$ cat config.mk
export PLATFORM = sky130hd
export DESIGN_NAME = sum9_bcd
export DESIGN_NICKNAME = d
export VERILOG_FILES = /design/src/rtl/sum9_bcd.sv
export SDC_FILE = /design/constraint.sdc
export NUM_CORES = 1
export LEC_CHECK = 0
export ABC_AREA = 1
export CORE_MARGIN = 1.5
export CORE_UTILIZATION = 38
export CTS_BUF_LIST = sky130_fd_sc_hd__clkbuf_16
export DETAILED_ROUTE_END_ITERATION = 10
export PLACE_DENSITY = 0.66
export SLEW_MARGIN = 5
export SYNTH_ARGS = -nofsm -noshare
export SYNTH_HDL_FRONTEND = slang
export SYNTH_SLANG_ARGS = --single-unit
$ cat constraint.sdc
create_clock -name in_clk -period 2.2 [get_ports in_clk]
set_input_delay 0.55 -clock in_clk [delete_from_list [all_inputs] [get_ports in_clk]]
set_output_delay 0.55 -clock in_clk [all_outputs]
set_load 0.01 [all_outputs]
$ cat src/rtl/sum9_bcd.sv
// rtl/sum9_bcd.sv - 9-bit binary to 3-digit BCD converter (shift-and-add-3), optional SUM9_BCD_OVF_EN overflow flag
module sum9_bcd #(
    parameter int LEAD_BLANK = 0
) (
    input  logic       in_clk,
    input  logic       in_rst_n,
    input  logic       in_valid,
    input  logic [8:0] in_y,
    output logic       out_ready,
    output logic       out_valid,
    output logic [3:0] out_hund,
    output logic [3:0] out_tens,
    output logic [3:0] out_ones
`ifdef SUM9_BCD_OVF_EN
    ,
    output logic       out_ovf
`endif
);

    typedef enum logic [1:0] {IDLE, SHIFT, DONE} state_t;

    state_t      state;
    logic [3:0]  cnt;
    logic [11:0] bcd;
    logic [8:0]  bin;
    logic [11:0] adj;
    logic [11:0] bcd_nx;
    logic [8:0]  bin_nx;
    logic        hund_blank;
    logic        tens_blank;
`ifdef SUM9_BCD_OVF_EN
    logic        ovf_cap;
`endif

    always_comb begin
        adj = bcd;
        for (int i = 0; i < 3; i++) begin
            if (bcd[i*4 +: 4] >= 4'd5)
                adj[i*4 +: 4] = bcd[i*4 +: 4] + 4'd3;
        end
        {bcd_nx, bin_nx} = {adj[10:0], bin, 1'b0};
    end

    // Blanking is decided on the post-shift value that lands in the outputs.
    always_comb begin
        hund_blank = (LEAD_BLANK != 0) && (bcd_nx[11:8] == 4'd0);
        tens_blank = hund_blank && (bcd_nx[7:4] == 4'd0);
    end

    always_ff @(posedge in_clk or negedge in_rst_n) begin
        if (!in_rst_n) begin
            state     <= IDLE;
            cnt       <= 4'd0;
            bcd       <= 12'd0;
            bin       <= 9'd0;
            out_ready <= 1'b1;
            out_valid <= 1'b0;
            out_hund  <= 4'd0;
            out_tens  <= 4'd0;
            out_ones  <= 4'd0;
`ifdef SUM9_BCD_OVF_EN
            ovf_cap   <= 1'b0;
            out_ovf   <= 1'b0;
`endif
        end else begin
            case (state)
                IDLE, DONE: begin
                    if (in_valid) begin
                        bin       <= in_y;
                        bcd       <= 12'd0;
                        cnt       <= 4'd9;
                        out_valid <= 1'b0;
                        out_ready <= 1'b0;
                        state     <= SHIFT;
`ifdef SUM9_BCD_OVF_EN
                        ovf_cap   <= in_y[8];
`endif
                    end
                end
                SHIFT: begin
                    bcd <= bcd_nx;
                    bin <= bin_nx;
                    cnt <= cnt - 4'd1;
                    if (cnt == 4'd1) begin
                        out_hund  <= hund_blank ? 4'hF : bcd_nx[11:8];
                        out_tens  <= tens_blank ? 4'hF : bcd_nx[7:4];
                        out_ones  <= bcd_nx[3:0];
                        out_valid <= 1'b1;
                        out_ready <= 1'b1;
                        state     <= DONE;
`ifdef SUM9_BCD_OVF_EN
                        out_ovf   <= ovf_cap;
`endif
                    end
                end
                default: begin
                    state     <= IDLE;
                    out_ready <= 1'b1;
                end
            endcase
        end
    end

endmodule

==> summary.md <==
| Metric | Value |
|---|---|
| Status | finished, final reports clean |
| Total core area | 4850 um2 |
| Chip height | 74.9 um |
| Post-DP HPWL | 2660 um |
| Drt pass-1 iters | 4 |
| Hold Buf Count CTS | 0 |
| Largest net degree at the start of global routing | 42 |
| Largest stage delay, worst path | 0.54 ns |
| CP bufs+invs | 1 |
| Worst Tran Pin Value | 0.508 ns |
| Hold crit path type | in -> async |
| Highest clock rate | 529 MHz |
| Layout cells sized above 1 | 6.82% |
| Most common cell in the synthesized netlist | nand2_1 |
| CP cell instances | clkdlybuf4s50_1 |
| Diodes inserted | 0 |
| Synthesis warning total | 0 |
| Synth top area cells | dfrtp_1 51%, nand2_1 17%, nand3_1 7.6% |
| Largest area contributor in the netlist | dfrtp_1 |
| GPL Wtd Cong | 0.849 |
| Register bit total from synthesis | 41 |
| Finished Cell Area | 2410 um2 |
| Max-Cap Viols | 0 |
| Worst hold margin | 0.324 ns |
| Synth cell count leaders | 90 x nand2_1, 40 x dfrtp_1, 30 x nand3_1 |
| Antenna violations before repair | 0 |
| CTS tree | built |
| Rel. slew slack | 66.1% |
| Final min period | 1.89 ns |
| Final setup violation count | 0 |
| Cells after Synth | 233 |
| TritonCTS Buffers | 5 |
| DRC viols | 0 |
| Clock tree root driver cell | clkbuf_16 |
| Setup Skew | 0.00697 ns |
| IO Pins | 26 |
| Final wirelength | 3800 um |
| Layout area overhead | 22.8% |
| Initial Util | 40.5% |
| Share of the synthesized area in the top cell type | 51.0% |
| Crit Path Max Fanout | 2 |
| Critical path launch point type | flop |
| Nets | 283 |
| Final antenna-violating net count | 0 |
| Post-route setup TNS | 0 ns |
| Leak Pwr | 1.22 nW |
| Mean post-synth cell area | 8.43 um2 |
| # clock sinks | 41 |
| Vias per std cell | 4.81 |
| Crit path required time | 1.65 ns |
| Row count | 25 |
| Global-route wire length before repair | 6800 um |
| Clock Tree Buf Depth | 2 |
| Vias in the first global route | 1601 |
| Worst setup path class | reg -> out |
| Resize count post-CTS | 0 |
| Via count | 1591 |
| H-tree depth | 2 |
| Cells after DPL | 323 |
| Arr. time, crit path | 1.34 ns |
| WL/cell | 11.5 um |
| Pwr dens | 1520 nW/um2 |
| Slew Viols, Final | 0 |
| Initial DRC count | 82 |
| CP max-delay cell | clkdlybuf4s50_1 |
| Clock slew at reported path FFs | 0.05 ns |
| R2r setup slk | 0.85 ns |
| RSZ-0062 raised after global routing | no |
| GRT Total Usage | 16.1% |
| Post-Syn Area | 1960 um2 |
| Number of flops mapped to enable cells by yosys | 0 |
| Worst skew pair latency | 0.28 ns |
| Asr flop ratio synth | 100% |
| Post-CTS setup buffers | 0 |
| Netlist cell types | 25 |
| Post-Layout Cell Count | 331 |
| Predominant post-synthesis flop cell | dfrtp_1 |
| Placed Area | 2270 um2 |
| Gr ovfl total | 0 |
| Register area share after synthesis | 52.3% |
| Tcrit/Tclk final | 86.0% |
| Port Buffers | 25 |
| Largest delay share family, worst path | buffers and inverters |
| Hold Vio Cnt, Final | 0 |
| Full die area | 5610 um2 |
| Synthesized net count | 253 |
| CP Capture Type | output port |
| Peak VDD IR | 0.632 mV |
| Die width | 74.9 um |
cell families (layout without fill, tap and decap cells):
family	after synthesis	in the layout	share of synthesized area, %
AOI/OAI and AO/OA	20	20	5.73
adders and majority gates	8	8	5.10
buffers and inverters	29	60	6.69
DFF	41	41	52.3
and+or+nand+nor	135	135	30.2
layer usage:
layer  part of all wire, %  track usage (%)  up-vias
met4                   2.5             8.89        0
met5                     0                0        -
li1                      -                -      817
met1                    49             20.2      723
met2                    44             25.9       42
met3                   4.9             3.61        9
layout make-up:
| class | instances | area (um2) |
|---|---|---|
| clock buffer | 5 | 125 |
| clock inverter | 3 | 13.8 |
| fill | 491 | 2440 |
| inverter | 25 | 96.3 |
| multi-input combinational | 163 | 806 |
| sequential | 41 | 1030 |
| tap | 67 | 83.8 |
| timing repair buffer | 27 | 260 |
state kept, by name, indices dropped and copies added (netlist names):
signal and cells:
out_tens 4, out_ones 4, bcd 12, state 2, out_valid 1, cnt 4, out_hund 4, out_ready 1
bin 9
metrics by stage:
stage	power, mW	util (%)	setup WS (ns)
global placement	2.95	46.9	0.432
floorplan	2.48	-	0.916
CTS	3.70	49.8	0.294
finish	3.66	49.8	0.308
global route	4.01	49.8	0.266
detailed placement	3.00	46.9	0.379
where the power goes:
part	switching, mW	leakage, nW	internal [mW]
clock network	0.284	0.0748	0.412
registers	0.213	0.511	1.11
logic	0.984	0.634	0.658
total	1.48	1.22	2.18
final timing paths:
| path | depth (start not counted) | to | start |
|---|---|---|---|
| max in group asynchronous | 2 | out_ready | in_rst_n |
| min in group in_clk | 2 | out_tens[3] | out_tens[3] |
| setup reg to reg | 7 | out_ones[1] | cnt[1] |
| hold / removal | 2 | out_tens[2] | in_rst_n |
| setup / recovery | 1 | out_ready | out_ready |
| hold reg to reg | 2 | out_tens[3] | out_tens[3] |
cells in the final DEF, fill, tap and decap left out:
cell type	n
a21oi_1	2
buf_2	1
buf_4	2
clkbuf_16	5
clkdlybuf4s50_1	24
clkinv_1	1
clkinv_2	2
dfrtp_1	40
dfstp_2	1
ha_1	8
inv_1	22
inv_2	2
inv_4	1
nand2_1	90
nand2_2	1
nand2_4	1
nand3_1	30
nand3_2	1
nand4_1	6
nor2_1	4
nor2_8	1
nor3_1	1
o211ai_1	2
o21ai_0	8
o21ai_1	3
o22ai_1	4
o31ai_1	1
Power figures use the tool's default switching activity.
